`config.mk`:
```
export PLATFORM = sky130hd
export DESIGN_NAME = sram_read_arbiter
export DESIGN_NICKNAME = d
export VERILOG_FILES = /design/src/rtl/cpu_pkg.sv /design/src/rtl/sram_arb_pick.sv /design/src/rtl/sram_read_arbiter.sv
export SDC_FILE = /design/constraint.sdc
export NUM_CORES = 1
export LEC_CHECK = 0
export BUFFER_PORTS_ARGS = -buffer_cell sky130_fd_sc_hd__buf_2
export CAP_MARGIN = 20
export CELL_PAD_IN_SITES_DETAIL_PLACEMENT = 2
export CELL_PAD_IN_SITES_GLOBAL_PLACEMENT = 2
export CORE_ASPECT_RATIO = 0.8
export CORE_UTILIZATION = 24
export CTS_BUF_LIST = sky130_fd_sc_hd__clkbuf_4
export CTS_CLUSTER_DIAMETER = 40
export DETAILED_ROUTE_END_ITERATION = 16
export GPL_ROUTABILITY_DRIVEN = 0
export PLACE_DENSITY_LB_ADDON = 0.1
export REMOVE_ABC_BUFFERS = 1
export SLEW_MARGIN = 20
export SYNTH_ARGS = -nofsm -noshare
export SYNTH_HDL_FRONTEND = slang
export SYNTH_HIERARCHICAL = 1
export SYNTH_SLANG_ARGS = --single-unit
export TNS_END_PERCENT = 10
```
`constraint.sdc`:
```
create_clock -name CLK -period 2 [get_ports CLK]
set_input_delay 0.4 -clock CLK [delete_from_list [all_inputs] [get_ports CLK]]
set_output_delay 0.4 -clock CLK [all_outputs]
set_load 0.02 [all_outputs]
```
`src/rtl/cpu_pkg.sv`:
```
// cpu_pkg -- shared defaults and FSM encoding for the SRAM read arbiter.
//   ADDR_W_DEF / DATA_W_DEF : default SRAM address / data widths
//   WAIT_CYCLES_DEF         : default SRAM read wait cycles
//   arb_state_e             : IDLE / WAIT state encoding
package cpu_pkg;
  localparam int ADDR_W_DEF      = 18;
  localparam int DATA_W_DEF      = 16;
  localparam int WAIT_CYCLES_DEF = 2;
  localparam int NUM_REQ         = 2;

  typedef enum logic {
    IDLE = 1'b0,
    WAIT = 1'b1
  } arb_state_e;
endpackage

```
`src/rtl/sram_arb_pick.sv`:
```
// sram_arb_pick -- two-requester winner selection.
//   valid_i[1:0] : asserted requests
//   last_i       : index granted last; on a tie the other requester wins
//   grant_o[1:0] : one-hot winner, 2'b00 when nothing is requested
module sram_arb_pick (
  input  logic [1:0] valid_i,
  input  logic       last_i,
  output logic [1:0] grant_o
);
  always_comb begin
    grant_o = 2'b00;
    case (valid_i)
      2'b01:   grant_o = 2'b01;
      2'b10:   grant_o = 2'b10;
      2'b11:   grant_o = last_i ? 2'b01 : 2'b10;
      default: grant_o = 2'b00;
    endcase
  end
endmodule

```
`src/rtl/sram_read_arbiter.sv`:
```
// sram_read_arbiter -- arbitrates two read requesters onto one asynchronous
// SRAM. One read occupies WAIT_CYCLES+1 cycles from accept to response.
//   CLK, RST              : clock, synchronous active-high reset
//   REQ_VALID/REQ_READY   : per-requester handshake (READY combinational)
//   REQ_ADDR0/REQ_ADDR1   : per-requester read address
//   RSP_VALID/RSP_DATA    : one-cycle response pulse + shared captured word
//   SRAM_A/SRAM_D         : registered address out, read data in
//   SRAM_WE..SRAM_UB      : fixed read-only strobes
//   BUSY                  : high while a read is in flight
// Build option: SRAM_ARB_RR_EN selects round-robin arbitration; when it is
// undefined requester 0 wins every tie and no pointer register exists.
module sram_read_arbiter
  import cpu_pkg::*;
#(
  parameter int WAIT_CYCLES = WAIT_CYCLES_DEF,
  parameter int ADDR_W      = ADDR_W_DEF,
  parameter int DATA_W      = DATA_W_DEF
) (
  input  logic              CLK,
  input  logic              RST,
  input  logic [1:0]        REQ_VALID,
  input  logic [ADDR_W-1:0] REQ_ADDR0,
  input  logic [ADDR_W-1:0] REQ_ADDR1,
  output logic [1:0]        REQ_READY,
  output logic [1:0]        RSP_VALID,
  output logic [DATA_W-1:0] RSP_DATA,
  output logic [ADDR_W-1:0] SRAM_A,
  input  logic [DATA_W-1:0] SRAM_D,
  output logic              SRAM_WE,
  output logic              SRAM_CE,
  output logic              SRAM_OE,
  output logic              SRAM_LB,
  output logic              SRAM_UB,
  output logic              BUSY
);
  arb_state_e        state_q, state_d;
  logic [3:0]        cnt_q, cnt_d;
  logic              gnt_q, gnt_d;
  logic [ADDR_W-1:0] addr_q, addr_d;
  logic [DATA_W-1:0] data_q, data_d;
  logic [1:0]        rsp_q, rsp_d;
  logic [1:0]        grant;
  logic              last_grant;

`ifdef SRAM_ARB_RR_EN
  // Index granted last; reset to 1 so requester 0 is favoured first.
  logic last_q;
  always_ff @(posedge CLK) begin
    if (RST)                                 last_q <= 1'b1;
    else if (state_q == IDLE && (|grant))    last_q <= grant[1];
  end
  assign last_grant = last_q;
`else
  // Tie always resolves to requester 0.
  assign last_grant = 1'b1;
`endif

  sram_arb_pick u_pick (
    .valid_i (REQ_VALID),
    .last_i  (last_grant),
    .grant_o (grant)
  );

  // Grant is already gated by REQ_VALID, so READY never rises on an idle bit.
  assign REQ_READY = (state_q == IDLE) ? grant : 2'b00;

  always_comb begin
    state_d = state_q;
    cnt_d   = cnt_q;
    gnt_d   = gnt_q;
    addr_d  = addr_q;
    data_d  = data_q;
    rsp_d   = 2'b00;
    case (state_q)
      IDLE: begin
        if (|grant) begin
          state_d = WAIT;
          cnt_d   = 4'(WAIT_CYCLES - 1);
          gnt_d   = grant[1];
          addr_d  = grant[1] ? REQ_ADDR1 : REQ_ADDR0;
        end
      end
      WAIT: begin
        if (cnt_q == 4'd0) begin
          state_d = IDLE;
          data_d  = SRAM_D;
          rsp_d   = gnt_q ? 2'b10 : 2'b01;
        end else begin
          cnt_d = cnt_q - 4'd1;
        end
      end
      default: state_d = IDLE;
    endcase
  end

  always_ff @(posedge CLK) begin
    if (RST) begin
      state_q <= IDLE;
      cnt_q   <= 4'd0;
      gnt_q   <= 1'b0;
      addr_q  <= '0;
      data_q  <= '0;
      rsp_q   <= 2'b00;
    end else begin
      state_q <= state_d;
      cnt_q   <= cnt_d;
      gnt_q   <= gnt_d;
      addr_q  <= addr_d;
      data_q  <= data_d;
      rsp_q   <= rsp_d;
    end
  end

  assign SRAM_A    = addr_q;
  assign RSP_DATA  = data_q;
  assign RSP_VALID = rsp_q;
  assign BUSY      = (state_q != IDLE);

  assign SRAM_WE = 1'b1;
  assign SRAM_CE = 1'b0;
  assign SRAM_OE = 1'b0;
  assign SRAM_LB = 1'b0;
  assign SRAM_UB = 1'b0;
endmodule

```
==> results.py, run 1 <==
metrics = {
    "outcome": {
        "outcome": "finished, violations left",
        "violations": "design-rule violations",
    },
    "worst_setup_path": {
        "worstSetupStartpointType": "flip-flop",
        "end_kind": "output port",
        "path_class": "flip-flop to output port",
        "cp.arrival_ns": 1.28,
        "cp_max_fo": 11,
        "cp.required_ns": 1.60,
        "rrSetupSlack_ns": 0.43,
    },
    "floorplanning": {
        "start_util": 0.253,
        "rows": 27,
        "core_area_um2": 7030,
        "chipWidth_um": 98.3,
        "die_area_um2": 7760,
        "num_io_pins": 100,
        "die_y_um": 79.0,
    },
    "cells_and_area": {
        "final_cell_mix": "buf_2 (94), dfxtp_1 (42), nand2_1 (32), nor2_1 (21), mux2i_1 (19)",
        "syn_to_final_growth_pct": 35.8,
        "ff_latch_area_um2": 841,
        "layout_commonest_cell": "buf_2",
        "fin_nets": 350,
        "drive_above_1_share": 0.378,
        "multi_input_area_um2": 813,
        "fin_util": 0.344,
        "num-fill-cells": 813,
    },
    "cts": {
        "cts_root_buf": "clkbuf_4",
        "holdBufCountCts": 0,
        "clockBufferDepth": 2,
        "post_cts_buffers": 0,
        "cts_tree": "yes",
        "ctsResizeCount": 0,
        "cts_sinks": 42,
        "clock_latency_ns": 0.35,
        "numCtsBuffers": 5,
        "clk_pin_slew_worst_paths_ns": 0.13,
        "htreeDepth": 2,
    },
    "synth": {
        "netlist_instances": 200,
        "yosys_register_bits": 42,
        "synth_area_per_cell_um2": 8.90,
        "muxShareOfSynthArea": 0.107,
        "ys_warn_count": 6,
        "yosysSeqAreaShare": 0.473,
        "synth_flop_cell": "dfxtp_1",
        "synthXorXnorAreaFrac": 0,
        "synth_simple_gate_area_share": 0.174,
        "syn_area_um2": 1780,
        "post_synth_fa_ha_maj_area_fraction": 0.00703,
        "async_flop_share": 0,
        "synth_edf_count": 0,
        "synth_top_family_by_area": "simple AND/OR/NAND/NOR gates",
        "synth_cell_types": 28,
        "synth-compound-area-share": 0.153,
    },
    "sta": {
        "drv_slew": 0,
        "setup_viol_count_final": 0,
        "max_freq_mhz": 595,
        "min_period_over_period": 0.840,
        "rsz0062_at_grt": "false",
        "fin_ws_ns": 0.319,
        "whs_ns": 0.275,
        "fin_skew_ns": 0.00809,
        "final.min_clock_period_ns": 1.68,
        "hold_viol_final": 0,
    },
    "global_route": {
        "antenna_found_initial": 0,
        "grt_max_degree": 23,
        "gr-total-overflow": 0,
        "grt_pass1_wl_um": 8670,
        "first_global_vias": 1760,
        "grt_usage": 0.142,
    },
    "routing": {
        "drtIter0Drc": 19,
        "wirelength_um": 5280,
        "firstDrtPassIters": 12,
        "ant_nets": 0,
        "via_per_inst": 4.49,
        "avgRoutedWirePerCell_um": 13.8,
        "drc": 2,
        "vias": 1715,
    },
    "placement": {
        "hpwl_um": 4010,
        "port-buffer-count": 94,
        "pre_cts_ws_ns": 0.417,
    },
    "flow_run": {
        "drv_cap": 0,
    },
    "pwr": {
        "p_leak_nw": 1.15,
        "power_per_cell_area_nw_per_um2": 965,
        "ir_worst_vdd_v": 0.000260,
    },
    "worst_hold_path": {
        "min_path_type": "input pin to flip-flop",
    },
}
state kept, by name, summed over array words and instances, names as in the netlist:
register   count
gnt_q          1
RSP_VALID      2
RSP_DATA      16
SRAM_A        18
BUSY           1
cnt_q          4
Yosys cell counts, types with 4 or more instances:
cell type,number,area share
a211oi_1,18,0.076
a21oi_1,18,0.051
buf_2,7,0.020
buf_4,7,0.030
clkbuf_1,5,0.011
dfxtp_1,42,0.47
inv_1,5,0.011
mux2i_1,19,0.11
nand2_1,32,0.068
nor2_1,21,0.044
nor3_1,4,0.011
power by group:
part           switching [mW]  internal (mW)
registers              0.0601          0.942
clock network           0.291          0.385
logic                   0.403          0.250
worst max-delay path, stage by stage, from the launching register on:
cell and delay, ns:
dfxtp_1 0.56, nand2b_1 0.19, inv_1 0.04, buf_2 0.15
per-stage QoR:
step           instance area, um2  instances  TNS (ns)  power, mW
6_report                     2420        382         0       2.33
5_1_grt                      2410        381         0       2.49
4_1_cts                      2410        381         0       2.39
3_5_place_dp                 2310        373         0       1.69
3_3_place_gp                 2310        373         0       1.68
2_1_floorplan                1670        184    -37.33       1.41
kinds of logic (layout without fill, tap and decap cells):
logic type	Yosys count	count (layout)
buffers and inverters	26	115
AO/OA/AOI/OAI	42	42
other	2	8
flip-flops	42	42
AND/OR/NAND/NOR	68	68
multiplexers	19	19
adder cells (fa/ha/maj)	1	1
path summary, 6_finish.rpt:
kind,from,end,cells past startpoint
min,SRAM_D[10],RSP_DATA[10]$_SDFFE_PP0P_,3
min reg2reg,RSP_DATA[4]$_SDFFE_PP0P_,RSP_DATA[4]$_SDFFE_PP0P_,2
max,BUSY$_SDFF_PP0_,REQ_READY[0],3
max reg2reg,cnt_q[0]$_SDFFE_PP0P_,cnt_q[0]$_SDFFE_PP0P_,5
per-layer routing:
layer / track usage / wire length (um) / vias to the layer above / share of wire
li1: - / - / 859 / -
met1: 0.165 / 2330 / 805 / 0.44
met2: 0.247 / 2530 / 49 / 0.48
met3: 0.0572 / 389 / 2 / 0.074
met4: 0.0269 / 24 / 0 / 0.0045
met5: 0 / 0 / - / 0
cell type report:
cell class | count | area share
Sequential cell | 42 | 0.348
Multi-Input combinational cell | 137 | 0.337
Timing Repair Buffer | 102 | 0.220
Tap cell | 87 | 0.0451
Clock inverter | 3 | 0.0264
Clock buffer | 5 | 0.0155
Inverter | 5 | 0.00777
Antenna cell | 1 | 0.00104
Power figures use the tool's default switching activity.
==> run 2: changes to the inputs <==
clock period = 1.71 ns   (was 2 ns; I/O delays follow)
==> run 2 against run 1 <==
The run now ends clean. Sequential share of layout area grew 0.40 points. Clock power shrank 26%. Routed wire length grew 0.85%. Combinational power grew 20%. Core utilization shrank 0.34 points. First-iteration DRC count grew 5.3%. Count of clock-buffer cells in the layout grew 1. Critical path type is now flip-flop to flip-flop. Critical endpoint is now cnt_q[0]$_SDFFE_PP0P_. Largest power group unchanged. Highest routed layer unchanged.
==> results.py, run 2 (same netlist as run 1, synthesis figures left out) <==
metrics = {
    "sta": {
        "hold_viol_final": 0,
        "fin_skew_ns": 0.0123,
        "setup_viol_count_final": 0,
        "final.min_clock_period_ns": 1.54,
        "drv_slew": 0,
        "max_freq_mhz": 651,
        "rsz0062_at_grt": "false",
        "whs_ns": 0.206,
        "min_period_over_period": 0.898,
    },
    "routing": {
        "drc": 0,
        "ant_nets": 0,
        "firstDrtPassIters": 5,
        "via_per_inst": 4.52,
        "drtIter0Drc": 20,
        "avgRoutedWirePerCell_um": 14.0,
        "vias": 1723,
        "wirelength_um": 5320,
    },
    "floorplanning": {
        "rows": 27,
        "die_area_um2": 7760,
        "die_y_um": 79.0,
        "start_util": 0.253,
        "chipWidth_um": 98.3,
        "num_io_pins": 100,
        "core_area_um2": 7030,
    },
    "cts": {
        "numCtsBuffers": 5,
        "cts_root_buf": "clkbuf_4",
        "clock_latency_ns": 0.35,
        "cts_sinks": 42,
        "htreeDepth": 2,
        "clk_pin_slew_worst_paths_ns": 0.13,
        "cts_tree": "yes",
        "post_cts_buffers": 0,
        "clockBufferDepth": 2,
    },
    "outcome": {
        "outcome": "complete, no violations",
    },
    "cells_and_area": {
        "fin_util": 0.340,
        "antennaDiodeCount": 0,
        "final_cell_mix": "buf_2 (94), dfxtp_1 (41), nand2_1 (32), nor2_1 (21), mux2i_1 (19)",
        "drive_above_1_share": 0.381,
        "fin_nets": 350,
        "largest_reg_flops": 18,
        "layout_commonest_cell": "buf_2",
        "layoutNonFillerInstCount": 381,
        "syn_to_final_growth_pct": 34.5,
    },
    "flow_run": {
        "drv_cap": 0,
    },
    "global_route": {
        "grt_pass1_wl_um": 8810,
        "use_met1": 0.164,
        "gr-total-overflow": 0,
        "grtUsageMet3": 0.0449,
        "first_global_vias": 1858,
        "antenna_found_initial": 0,
        "grt_max_degree": 23,
        "grt_util_met2": 0.262,
        "top_usage_layer": "met2",
        "grt_usage": 0.145,
    },
    "pwr": {
        "p_leak_nw": 1.14,
        "power_per_cell_area_nw_per_um2": 1030,
        "ir_worst_vdd_v": 0.000275,
    },
    "worst_setup_path": {
        "path_class": "flip-flop to flip-flop",
        "end_kind": "flip-flop",
        "cp_max_fo": 6,
        "cp.required_ns": 1.98,
        "worstSetupStartpointType": "flip-flop",
        "cp.arrival_ns": 1.80,
    },
    "placement": {
        "hpwl_um": 4110,
        "port-buffer-count": 94,
        "placed_cells": 373,
    },
    "worst_hold_path": {
        "min_path_type": "input pin to flip-flop",
    },
}
-- run 2: metrics by stage --
stage	cell area [um2]	setup WS (ns)	power (mW)	setup TNS (ns)
2_1_floorplan	1670	-1.81	1.65	-43.08
3_3_place_gp	2340	0.217	1.97	0
3_5_place_dp	2340	0.136	1.99	0
4_1_cts	2390	0.0616	2.51	0
5_1_grt	2390	0.0285	2.64	0
6_report	2390	0.174	2.45	0
-- run 2: metal layers --
metal | vias to the layer above | part of all wire
met1 | 809 | 0.45
met4 | 0 | 0.0096
met2 | 47 | 0.48
met3 | 5 | 0.063
met5 | - | 0
li1 | 862 | -
-- run 2: worst paths after layout --
path / startpoint / end / slack [ns] / cells after the start
worst max-delay path: cnt_q[0]$_SDFFE_PP0P_ / cnt_q[0]$_SDFFE_PP0P_ / 0.17 / 5
worst min-delay path: SRAM_D[11] / RSP_DATA[11]$_SDFFE_PP0P_ / 0.21 / 3
worst max register to register: cnt_q[0]$_SDFFE_PP0P_ / cnt_q[0]$_SDFFE_PP0P_ / 0.17 / 5
worst min register to register: RSP_DATA[13]$_SDFFE_PP0P_ / RSP_DATA[13]$_SDFFE_PP0P_ / 0.47 / 2
-- run 2: power by group --
part           internal (mW)  leakage [nW]  switching [mW]
logic                  0.304         0.763           0.478
registers               1.10         0.346          0.0674
clock network          0.171        0.0331           0.331
total                   1.58          1.14           0.876
-- run 2: what timing repair did --
item                                   CTS  global route
endpoints found under the hold margin    0             0
setup endpoints to repair                0             1
resized for setup                        0             1
hold buffers                             0             0
-- run 2: critical path, stage by stage (launching register included) --
cell	delay [ns]
dfxtp_1	0.37
inv_1	0.06
ha_1	0.26
and4bb_1	0.23
or4_1	0.46
o31ai_1	0.07
-- run 2: layout make-up --
class / count / area [um2]
Tap cell: 87 / 109
Clock inverter: 2 / 8.76
Timing Repair Buffer: 102 / 556
Sequential cell: 42 / 842
Multi-Input combinational cell: 137 / 813
Inverter: 5 / 18.8
Fill cell: 880 / 4630
Clock buffer: 6 / 45.0
